==> config.mk <==
export PLATFORM = sky130hd
export DESIGN_NAME = fft_frame_sequencer
export DESIGN_NICKNAME = d
export VERILOG_FILES = /design/src/rtl/fft_pkg.sv /design/src/rtl/fft_frame_sequencer.sv
export SDC_FILE = /design/constraint.sdc
export NUM_CORES = 1
export LEC_CHECK = 0
export CAP_MARGIN = 10
export CORE_MARGIN = 8
export CORE_UTILIZATION = 30
export DETAILED_ROUTE_END_ITERATION = 6
export PLACE_DENSITY = 0.65
export SYNTH_ARGS = -nofsm -noshare
export SYNTH_HDL_FRONTEND = slang
export SYNTH_SLANG_ARGS = --single-unit
==> constraint.sdc <==
create_clock -name clk -period 2.5 [get_ports clk]
set_input_delay 0.375 -clock clk [delete_from_list [all_inputs] [get_ports clk]]
set_output_delay 0.375 -clock clk [all_outputs]
set_load 0.02 [all_outputs]
==> src/rtl/fft_pkg.sv <==
// Shared constants and state type for the tuner FFT frame sequencer.
package fft_pkg;

  localparam int N_POINTS = 512;
  localparam int ADDR_W   = 9;
  localparam int BIN_W    = 32;
  localparam int SMP_W    = 16;

  typedef enum logic [2:0] {
    IDLE,
    CAPTURE,
    FFT_GO,
    FFT_WAIT,
    RD_ADDR,
    RD_LAT,
    TX,
    FIN
  } seq_state_t;

endpackage

==> src/rtl/fft_frame_sequencer.sv <==
// Frame-level controller: fills the FFT sample RAM from the I2S receiver,
// kicks the FFT core, then streams every bin word out to the SPI shifter.
module fft_frame_sequencer
  import fft_pkg::*;
(
  input  logic              clk,
  input  logic              reset_n,
  input  logic              enable,
  input  logic              sample_valid,
  input  logic [23:0]       sample_data,
  output logic              smp_we,
  output logic [ADDR_W-1:0] smp_waddr,
  output logic [SMP_W-1:0]  smp_wdata,
  output logic              fft_start,
  input  logic              fft_done,
  output logic [ADDR_W-1:0] bin_raddr,
  input  logic [BIN_W-1:0]  bin_rdata,
  output logic [BIN_W-1:0]  tx_word,
  output logic              tx_load,
  input  logic              tx_ready,
  output logic              busy,
  output logic              done,
  output logic [7:0]        drop_cnt
);

  localparam logic [ADDR_W-1:0] LAST_IDX = ADDR_W'(N_POINTS - 1);

  seq_state_t        state_q, state_d;
  logic [ADDR_W-1:0] smp_cnt_q, smp_cnt_d;
  logic [ADDR_W-1:0] bin_cnt_q, bin_cnt_d;
  logic              smp_we_q, smp_we_d;
  logic [ADDR_W-1:0] smp_waddr_q, smp_waddr_d;
  logic [SMP_W-1:0]  smp_wdata_q, smp_wdata_d;
  logic              fft_start_q, fft_start_d;
  logic [BIN_W-1:0]  tx_word_q, tx_word_d;
  logic [7:0]        drop_cnt_q, drop_cnt_d;

  // The low byte of each I2S sample is below the RAM's 16-bit resolution.
  logic unused_sample_lsbs;
  assign unused_sample_lsbs = ^sample_data[7:0];

  // Frame sequencing: state transitions plus the sample and bin counters.
  always_comb begin
    state_d   = state_q;
    smp_cnt_d = smp_cnt_q;
    bin_cnt_d = bin_cnt_q;
    unique case (state_q)
      IDLE: begin
        if (enable) begin
          state_d   = CAPTURE;
          smp_cnt_d = '0;
        end
      end
      CAPTURE: begin
        if (sample_valid) begin
          if (smp_cnt_q == LAST_IDX) begin
            state_d = FFT_GO;
          end else begin
            smp_cnt_d = smp_cnt_q + 1'b1;
          end
        end
      end
      FFT_GO: begin
        state_d = FFT_WAIT;
      end
      FFT_WAIT: begin
        if (fft_done) begin
          state_d   = RD_ADDR;
          bin_cnt_d = '0;
        end
      end
      RD_ADDR: begin
        state_d = RD_LAT;
      end
      RD_LAT: begin
        state_d = TX;
      end
      TX: begin
        if (tx_ready) begin
          if (bin_cnt_q == LAST_IDX) begin
            state_d = FIN;
          end else begin
            bin_cnt_d = bin_cnt_q + 1'b1;
            state_d   = RD_ADDR;
          end
        end
      end
      FIN: begin
        if (enable) begin
          state_d   = CAPTURE;
          smp_cnt_d = '0;
        end else begin
          state_d = IDLE;
        end
      end
      default: begin
        state_d = IDLE;
      end
    endcase
  end

  // Registered outputs: sample writes, the delayed FFT start, the bin latch
  // and the saturating count of samples that arrive while not capturing.
  always_comb begin
    smp_we_d    = 1'b0;
    smp_waddr_d = smp_waddr_q;
    smp_wdata_d = smp_wdata_q;
    fft_start_d = (state_q == FFT_GO);
    tx_word_d   = tx_word_q;
    drop_cnt_d  = drop_cnt_q;
    if ((state_q == CAPTURE) && sample_valid) begin
      smp_we_d    = 1'b1;
      smp_waddr_d = smp_cnt_q;
      smp_wdata_d = sample_data[23:8];
    end
    if (state_q == RD_LAT) begin
      tx_word_d = bin_rdata;
    end
    if (sample_valid && (state_q != IDLE) && (state_q != CAPTURE) &&
        (drop_cnt_q != 8'hFF)) begin
      drop_cnt_d = drop_cnt_q + 8'd1;
    end
  end

  // State and datapath registers; everything clears on reset.
  always_ff @(posedge clk or negedge reset_n) begin
    if (!reset_n) begin
      state_q     <= IDLE;
      smp_cnt_q   <= '0;
      bin_cnt_q   <= '0;
      smp_we_q    <= 1'b0;
      smp_waddr_q <= '0;
      smp_wdata_q <= '0;
      fft_start_q <= 1'b0;
      tx_word_q   <= '0;
      drop_cnt_q  <= '0;
    end else begin
      state_q     <= state_d;
      smp_cnt_q   <= smp_cnt_d;
      bin_cnt_q   <= bin_cnt_d;
      smp_we_q    <= smp_we_d;
      smp_waddr_q <= smp_waddr_d;
      smp_wdata_q <= smp_wdata_d;
      fft_start_q <= fft_start_d;
      tx_word_q   <= tx_word_d;
      drop_cnt_q  <= drop_cnt_d;
    end
  end

  assign smp_we    = smp_we_q;
  assign smp_waddr = smp_waddr_q;
  assign smp_wdata = smp_wdata_q;
  assign fft_start = fft_start_q;
  assign bin_raddr = bin_cnt_q;
  assign tx_word   = tx_word_q;
  assign drop_cnt  = drop_cnt_q;
  assign tx_load   = (state_q == TX);
  assign busy      = (state_q != IDLE);
  assign done      = (state_q == FIN);

endmodule

==> qor.yml, run 1 <==
clock_network:
  cts_made_buffers: 9
  clockBufferDepth: 2
  cts-root-buf: "clkbuf_16"
  path_clk_slew_ns: 0.06
  cts_tree: "yes"
  clk_latency_ns: 0.34
  htree_levels: 3
  cts_sinks: 88
timing:
  fin_skew_ns: 0.004182
  setup_viol: 0
  slew_headroom_pct: 69.84
  tightest_slew_ns: 0.4509
  setup_ws_ns: 0.07487
  min_period_over_period_pct: 97.01
  fin_crit_ns: 2.425
  finalMaxSlewViolations: 0
  fmax_mhz: 412.3
  rsz0062_at_grt: "false"
  final.setup.tns_ns: 0
  hold_viol: 0
synth:
  avgSynthCellArea_um2: 12.84
  synth_compound_area_share_pct: 6.675
  netlist_area_mm2: 0.003918
  synth_edf_count: 0
  synth_ff_type: "dfrtp_1"
  synth_seq_area_share_pct: 56.21
  synth-xor-area-share_pct: 0.8943
  netlist_top_cells_area: "dfrtp_1, mux2_2, mux2_4"
  synth_fa_ha_area_share_pct: 1.597
  synth.distinct_cells: 48
  syn-num-nets: 372
  netlist.area_leader.share_pct: 56.21
  muxShareOfSynthArea_pct: 18.46
  yosys_warnings: 0
  synth-async-reset-ratio_pct: 100.0
  synth_top_family_by_area: "multiplexers"
  synthSimpleGateAreaFrac_pct: 12.71
  ys_seq_elements: 88
  syn_inst: 305
  synth_top_area_cell: "dfrtp_1"
hold_path:
  hold_path.class: "in2async"
drt:
  drt_iter0_markers: 132
  drt-total-wl_um: 9788
  viasPerCell: 4.669
  vias: 2895
  postRouteAntennaNets: 0
  drc: 0
  dr.pass1.iters: 4
  wl_per_cell_um: 15.79
placed_design:
  post_dp_cell_area_mm2: 0.005416
  numPortBuffers: 132
  routabilityCongestion: 0.7763
  hpwl_um: 7091
  pre_cts_ws_ns: 0.2774
die:
  coreArea_mm2: 0.01267
  dieArea_mm2: 0.01697
  start_util_pct: 30.92
  die_y_um: 130.3
  fp.dieW_um: 130.3
  ioPinCount: 141
  rows: 41
layout:
  diodes: 0
  area_growth_pct: 45.61
  final_area_mm2: 0.005704
  final_cell_mix: "clkdlybuf4s50_1, dfrtp_1, mux2_2, nand2_1, o21ai_0"
  drive_above_1_share_pct: 20.09
  nets: 512
  layout_commonest_cell: "clkdlybuf4s50_1"
pwr:
  leakage_nw: 2.378
  power_density_mw_per_mm2: 1210
  ir_drop_v: 0.0006836
global_routing:
  grt_max_degree: 67
  antenna_found_initial: 0
  grt_usage_pct: 11.77
  grt_pass1_wl_um: 15540
  grt_pass1_vias: 3009
  grt_overflow: 0
run:
  drv_cap: 0
setup_path:
  arrival_ns: 2.05
  critPathRequiredTime_ns: 2.12
  crit_path_start: "state_q[0]"
  worstSetupPathType: "reg2out"
  worstReg2RegStart: "smp_cnt_q[0]"
  crit_fanout: 13
  cp-start-kind: "register"
  crit_path_end_kind: "primary output"
outcome:
  outcome: "complete, no violations"
worst max-delay path: stages (launching register included):
cell	delay, ns
dfrtp_1	0.51
nand3b_1	0.33
inv_1	0.22
clkdlybuf4s50_1	0.65
per-stage QoR:
stage	total power, mW	hold WS, ns	instances	utilization [%]
6_report	6.905	0.4750	620	45.02
4_1_cts	7.005	0.4645	617	44.83
2_1_floorplan	4.293	0.07941	305	-
5_1_grt	7.336	0.4864	620	45.02
3_5_place_dp	5.758	0.2984	602	42.75
3_3_place_gp	5.671	0.2929	602	42.75
sequential cells by signal, indices dropped and copies added (netlist names):
signal	flops
tx_word	32
smp_wdata	16
bin_raddr	9
smp_cnt_q	9
smp_waddr	9
drop_cnt	8
state_q	3
fft_start	1
smp_we	1
worst paths after layout:
| check | end | slack [ns] | cells past startpoint |
|---|---|---|---|
| worst max-delay path | tx_load | 0.07 | 3 |
| worst min-delay path | bin_raddr[0] | 0.47 | 2 |
| worst max register to register | smp_cnt_q[2] | 0.29 | 9 |
| worst min register to register | tx_word[21] | 0.50 | 1 |
| max in group asynchronous | state_q[2] | 1.37 | 3 |
| min in group clk | tx_word[21] | 0.50 | 1 |
layout make-up:
| type | count | area (µm²) |
|---|---|---|
| clock buffers | 11 | 232.7 |
| repair buffers | 143 | 1429 |
| fillers | 1206 | 6967 |
| clock inverters | 3 | 21.27 |
| multi-input cells | 197 | 1580 |
| flip-flops and latches | 88 | 2203 |
| inverters | 6 | 22.52 |
| well taps | 172 | 215.2 |
repair_timing:
action / 4_1_cts / 5_1_grt
endpoints found under the hold margin: 22 / 0
hold buffers: 1 / 0
resized for setup: 0 / 1
setup buffers: 0 / 3
endpoints found under the setup margin: 0 / 1
synthesized netlist by cell type, types with 2 or more instances:
cell type / count
o31ai_1: 3
or3_1: 2
buf_2: 5
nand2_1: 23
o21ai_0: 15
nand2b_1: 5
nor2b_1: 4
a31oi_1: 4
clkbuf_1: 2
mux2_2: 50
nor2_1: 6
buf_4: 2
inv_1: 6
buf_6: 4
and3_1: 6
nor4_1: 2
ha_1: 5
mux2_4: 10
and4_1: 3
xnor2_1: 3
a21oi_1: 6
nand3_1: 11
o21ai_1: 5
nor3_1: 4
nor3b_1: 3
dfrtp_1: 88
nand4_1: 6
nand3b_1: 2
metal layers:
metal | track usage, % | up-vias | wire, µm
met2 | 17.73 | 96 | 4472
met4 | 5.601 | 0 | 178
met1 | 14.46 | 1409 | 4221
met3 | 4.651 | 15 | 916
li1 | - | 1375 | -
met5 | 0 | - | 0
power by group:
| group | internal, mW | switching [mW] |
|---|---|---|
| clock | 0.662 | 0.534 |
| combinational | 1.75 | 1.54 |
| sequential | 2.01 | 0.411 |
| total | 4.42 | 2.49 |
cells by family after synthesis:
| kind of cell | after synthesis |
|---|---|
| adder cells (fa/ha/maj) | 5 |
| flip-flops | 88 |
| AO/OA/AOI/OAI | 41 |
| buffers and inverters | 20 |
| XOR/XNOR | 4 |
| AND/OR/NAND/NOR | 86 |
| multiplexers | 61 |
Power figures use the tool's default switching activity.
==> run 2: changes to the inputs <==
--- a/config.mk
+++ b/config.mk
@@ -9,7 +9,7 @@
 export CORE_MARGIN = 8
 export CORE_UTILIZATION = 30
 export DETAILED_ROUTE_END_ITERATION = 6
-export PLACE_DENSITY = 0.65
+export PLACE_DENSITY = 0.53
 export SYNTH_ARGS = -nofsm -noshare
 export SYNTH_HDL_FRONTEND = slang
 export SYNTH_SLANG_ARGS = --single-unit
==> run 2 against run 1 <==
  * Design area barely moved
  * Setup slack improved by 0.061 ns
  * Global-route usage rose by 0.17 points
  * Clock power rose by 3%
  * Via count fell by 0.79%
  * Cell count fell by 0.16%
==> qor.yml, run 2 (synthesis results as in run 1) <==
layout:
  final_cell_mix: "clkdlybuf4s50_1, dfrtp_1, mux2_2, nand2_1, o21ai_0"
  diodes: 0  # unchanged
  final_area_mm2: 0.005705  # about the same
  filler_cell_count: 1212  # +0.50%
  drive_above_1_share_pct: 19.91  # -0.18 points
  layout_commonest_cell: "clkdlybuf4s50_1"
  area_growth_pct: 45.64  # about the same
  largest_reg_flops: 32  # unchanged
  nets: 509  # -0.59%
clock_network:
  path_clk_slew_ns: 0.06  # about the same
  clockBufferDepth: 2  # unchanged
  cts_made_buffers: 9  # unchanged
  cts_tree: "yes"
  clk_latency_ns: 0.34  # about the same
  cts_sinks: 88  # unchanged
  htree_levels: 3  # unchanged
  cts-root-buf: "clkbuf_16"
pwr:
  comb_power_share_pct: 47.7  # about the same
  ir_drop_v: 0.0005489  # -20%
  p_int_mw: 4.484  # +1.5%
  swShare_pct: 35.60  # -0.41 points
  power_density_mw_per_mm2: 1220  # +0.81%
  pwr-share-seq_pct: 34.5  # -0.5 points
  p_switching_mw: 2.479  # -0.31%
  leakage_nw: 2.380  # +0.11%
  p_clk_share_pct: 17.8  # +0.5 points
global_routing:
  grt_overflow: 0  # unchanged
  grt_max_degree: 52  # -22%
  grt_pass1_wl_um: 15670  # +0.84%
  grt_usage_pct: 11.94  # +0.17 points
  antenna_found_initial: 0  # unchanged
  grt_pass1_vias: 3038  # +0.96%
timing:
  hold_viol: 0  # unchanged
  tightest_slew_ns: 0.8501  # +0.3992 ns
  fmax_mhz: 422.9  # +2.6%
  fin_skew_ns: 0.006155  # +0.001973 ns
  min_period_over_period_pct: 94.58  # -2.4 points
  finalMaxSlewViolations: 0  # unchanged
  rsz0062_at_grt: "false"
  fin_crit_ns: 2.364  # -0.06074 ns
  slew_headroom_pct: 43.02  # -27 points
  setup_viol: 0  # unchanged
  final.setup.tns_ns: 0  # unchanged
setup_path:
  crit_path_end_kind: "primary output"
  cp-start-kind: "register"
  worstSetupPathType: "reg2out"
  critPathRequiredTime_ns: 2.12  # about the same
  crit_fanout: 11  # -2
  arrival_ns: 1.99  # -0.06 ns
hold_path:
  hold_path.class: "in2async"
placed_design:
  numPortBuffers: 132  # unchanged
  hpwl_um: 7112  # +0.30%
  post_dp_cell_area_mm2: 0.005416  # unchanged
  routabilityCongestion: 0.7818  # +0.71%
drt:
  drt_iter0_markers: 130  # -1.5%
  vias: 2872  # -0.79%
  viasPerCell: 4.640  # -0.63%
  postRouteAntennaNets: 0  # unchanged
  wl_per_cell_um: 15.94  # +0.98%
  drc: 0  # unchanged
  dr.pass1.iters: 4  # unchanged
  drt-total-wl_um: 9868  # +0.82%
die:
  fp.dieW_um: 130.3  # unchanged
  rows: 41  # unchanged
  dieArea_mm2: 0.01697  # unchanged
  die_y_um: 130.3  # unchanged
  ioPinCount: 141  # unchanged
  coreArea_mm2: 0.01267  # unchanged
  start_util_pct: 30.92  # unchanged
run:
  drv_cap: 0  # unchanged
outcome:
  outcome: "complete, no violations"
==> run 2: per-stage QoR <==
step                hold slack, ns  total power [mW]  utilization (%)  std cells  setup slack [ns]
floorplan                  0.07941             4.293                -        305            0.3513
global placement            0.3808             5.704            42.75        602            0.3093
detailed placement          0.3894             5.763            42.75        602            0.2370
CTS                        0.01054             7.057            44.86        618           0.01488
global route               0.04411             7.396            45.03        619           0.02636
finish                    0.002091             6.962            45.03        619            0.1356
==> run 2: layout make-up <==
type,count,area [µm²],share of cell area [%]
Inverter,6,22.52,0.3947
Clock buffer,13,250.2,4.386
Tap cell,172,215.2,3.772
Clock inverter,3,17.52,0.3070
Sequential cell,88,2203,38.62
Timing Repair Buffer,140,1416,24.82
Multi-Input combinational cell,197,1580,27.70
==> run 2: critical path, cell delays in order, from the launching register on <==
cell and delay, ns:
dfrtp_1 0.53, nand3b_1 0.26, inv_1 0.23, clkdlybuf4s50_1 0.64
==> run 2: power by group through the flow <==
stage	Clock [mW]	Combinational (mW)	Sequential [mW]
finish	1.24	3.32	2.40
global route	1.33	3.55	2.51
CTS	1.29	3.35	2.41
global placement	0	3.30	2.41
floorplan	0	1.31	2.98
detailed placement	0	3.34	2.42
==> run 2: metal layers <==
layer | up-vias | global-route usage (%) | share of wire [%]
met3 | 17 | 5.345 | 11
met4 | 0 | 6.148 | 2.1
met2 | 107 | 17.28 | 43
li1 | 1382 | - | -
met1 | 1366 | 14.70 | 44
met5 | - | 0 | 0
==> run 2: timing repair <==
action,4_1_cts,5_1_grt
endpoints found under the setup margin,0,3
resized for setup,0,1
hold buffers,0,0
setup buffers,0,1
==> run 2: path summary, 6_finish.rpt <==
| kind | from | end | slack [ns] | cells past startpoint |
|---|---|---|---|---|
| worst max register to register | bin_raddr[0] | bin_raddr[4] | 0.32 | 8 |
| worst min-delay path | reset_n | drop_cnt[7] | 0.002 | 1 |
| max in group asynchronous | reset_n | bin_raddr[3] | 1.83 | 2 |
| worst max-delay path | state_q[2] | tx_load | 0.14 | 3 |
| worst min register to register | tx_word[15] | tx_word[15] | 0.50 | 1 |
| min in group clk | tx_word[15] | tx_word[15] | 0.50 | 1 |
==> run 3: changes to the inputs <==
--- a/config.mk
+++ b/config.mk
@@ -7,9 +7,9 @@
 export LEC_CHECK = 0
 export CAP_MARGIN = 10
 export CORE_MARGIN = 8
-export CORE_UTILIZATION = 30
+export CORE_UTILIZATION = 34
 export DETAILED_ROUTE_END_ITERATION = 6
-export PLACE_DENSITY = 0.53
+export PLACE_DENSITY = 0.76
 export SYNTH_ARGS = -nofsm -noshare
 export SYNTH_HDL_FRONTEND = slang
 export SYNTH_SLANG_ARGS = --single-unit
==> run 3 against run 2 <==
  * Design area hardly changed
  * Sequential share of layout area about the same
  * First-iteration DRC count down 7.7%
  * Wire length decreased by 0.73%
  * Clock skew is 0.00075 ns higher
  * Die area shrank 10%
  * Fmax fell by 1.0%
  * Critical path type unchanged
  * Sequential power grew 2%
==> qor.yml, run 3 (synthesis results as in run 1) <==
outcome:
  outcome: "complete, no violations"
clock_network:
  cts_made_buffers: 9  # unchanged
  cts_sinks: 88  # unchanged
  path_clk_slew_ns: 0.07  # about the same
  clk_latency_ns: 0.33  # about the same
  holdBufCountCts: 0  # unchanged
  cts_tree: "yes"
  clockBufferDepth: 2  # unchanged
  htree_levels: 3  # unchanged
  cts-root-buf: "clkbuf_16"
die:
  start_util_pct: 34.60  # +3.7 points
  fp.dieW_um: 123.3  # -5.3%
  dieArea_mm2: 0.01521  # -10%
  coreArea_mm2: 0.01132  # -11%
  die_y_um: 123.3  # -5.3%
  ioPinCount: 141  # unchanged
  rows: 39  # -4.9%
setup_path:
  critPathRequiredTime_ns: 2.12  # about the same
  crit_fanout: 20  # +9
  crit_path_start: "state_q[0]"
  slowest_stage: "clkdlybuf4s50_1"
  path_cells: "nand3b_1, inv_1, clkdlybuf4s50_1"
  arrival_ns: 2.01  # +0.02 ns
  worstReg2RegStart: "bin_raddr[0]"
  crit_path_end_kind: "primary output"
  cpPeakStageDelay_ns: 0.64  # about the same
  cp-start-kind: "register"
  worstSetupPathType: "reg2out"
placed_design:
  routabilityCongestion: 0.7842  # +0.31%
  numPortBuffers: 132  # unchanged
  hpwl_um: 7388  # +3.9%
  dpl.cell_count: 572  # -5.0%
drt:
  drc: 0  # unchanged
  wl_per_cell_um: 16.63  # +4.3%
  viasPerCell: 4.910  # +5.8%
  dr.pass1.iters: 4  # unchanged
  vias: 2892  # +0.70%
  drt_iter0_markers: 120  # -7.7%
  postRouteAntennaNets: 0  # unchanged
  drt-total-wl_um: 9796  # -0.73%
timing:
  hold_viol: 0  # unchanged
  fin_skew_ns: 0.006904  # +0.0007488 ns
  slew_headroom_pct: 61.73  # +19 points
  finalMaxSlewViolations: 0  # unchanged
  fin_crit_ns: 2.389  # +0.02445 ns
  final.setup.tns_ns: 0  # unchanged
  holdWs_ns: 0.04370  # +0.04161 ns
  tightest_slew_ns: 0.5740  # -0.2760 ns
  min_period_over_period_pct: 95.55  # +0.98 points
  fmax_mhz: 418.6  # -1.0%
  setup_viol: 0  # unchanged
  rsz0062_at_grt: "false"
global_routing:
  antenna_found_initial: 0  # unchanged
  grt_usage_pct: 12.82  # +0.88 points
  grt_overflow: 0  # unchanged
  grt_pass1_wl_um: 15460  # -1.3%
  grt_pass1_vias: 2976  # -2.0%
  grt_max_degree: 46  # -12%
pwr:
  power_density_mw_per_mm2: 1245  # +2.1%
  ir_drop_v: 0.0006004  # +9.4%
  leakage_nw: 2.389  # +0.39%
run:
  drv_cap: 0  # unchanged
layout:
  area_growth_pct: 45.54  # about the same
  layout_commonest_cell: "clkdlybuf4s50_1"
  fin_cells: 589  # -4.8%
  drive_above_1_share_pct: 20.63  # +0.72 points
  final_cell_mix: "clkdlybuf4s50_1, dfrtp_1, mux2_2, nand2_1, o21ai_0"
  diodes: 0  # unchanged
  nets: 508  # -0.20%
  largest_reg_flops: 32  # unchanged
hold_path:
  hold_path.class: "in2async"
run 3: cell type report:
cell class / instances / area [µm²]
fillers: 1007 / 5619
flip-flops and latches: 88 / 2205
multi-input cells: 197 / 1580
repair buffers: 139 / 1409
clock buffers: 10 / 239.0
well taps: 143 / 178.9
clock inverters: 6 / 67.56
inverters: 6 / 22.52
run 3: layer usage:
layer | up-vias | share of wire, % | global-route usage (%)
met5 | - | 0 | 0
met4 | 0 | 1.2 | 4.590
met3 | 10 | 5.5 | 2.968
met2 | 67 | 53 | 22.37
li1 | 1368 | - | -
met1 | 1447 | 40 | 15.12
run 3: critical path: cells and delay by family, from the launching register on:
| family | cells | cell delay [ns] |
|---|---|---|
| buf+inv | 2 | 0.85 |
| flops | 1 | 0.53 |
| simple gates | 1 | 0.31 |
run 3: path summary, 6_finish.rpt:
path / end / slack, ns / cells after the start
max: tx_load / 0.11 / 3
min: tx_word[27] / 0.04 / 1
max reg2reg: bin_raddr[4] / 0.32 / 8
min reg2reg: tx_word[18] / 0.50 / 1
max in group asynchronous: tx_word[1] / 1.79 / 2
min in group clk: tx_word[18] / 0.50 / 1
run 3: through the flow:
step | area [µm²] | worst slack, ns | total power, mW | utilization (%)
after floorplan | 3918 | 0.3513 | 4.293 | -
after global placement | 5373 | 0.3460 | 5.649 | 47.46
after detailed placement | 5373 | 0.2563 | 5.761 | 47.46
after CTS | 5680 | 0.07895 | 7.163 | 50.18
after global routing | 5702 | 0.009199 | 7.502 | 50.36
final | 5702 | 0.1112 | 7.101 | 50.36
run 3: power breakdown:
group | switching (mW) | total [mW] | internal [mW] | leakage, nW
clock network | 0.560 | 1.37 | 0.805 | 0.145
registers | 0.437 | 2.44 | 2.01 | 1.09
logic | 1.53 | 3.29 | 1.77 | 1.15
total | 2.52 | 7.10 | 4.58 | 2.39
run 3: what timing repair did:
action | 4_1_cts | 5_1_grt
cloned | 0 | 0
buffers inserted | 0 | 1
resized for setup | 1 | 1
pin swaps | 0 | 1
setup endpoints to repair | 1 | 5
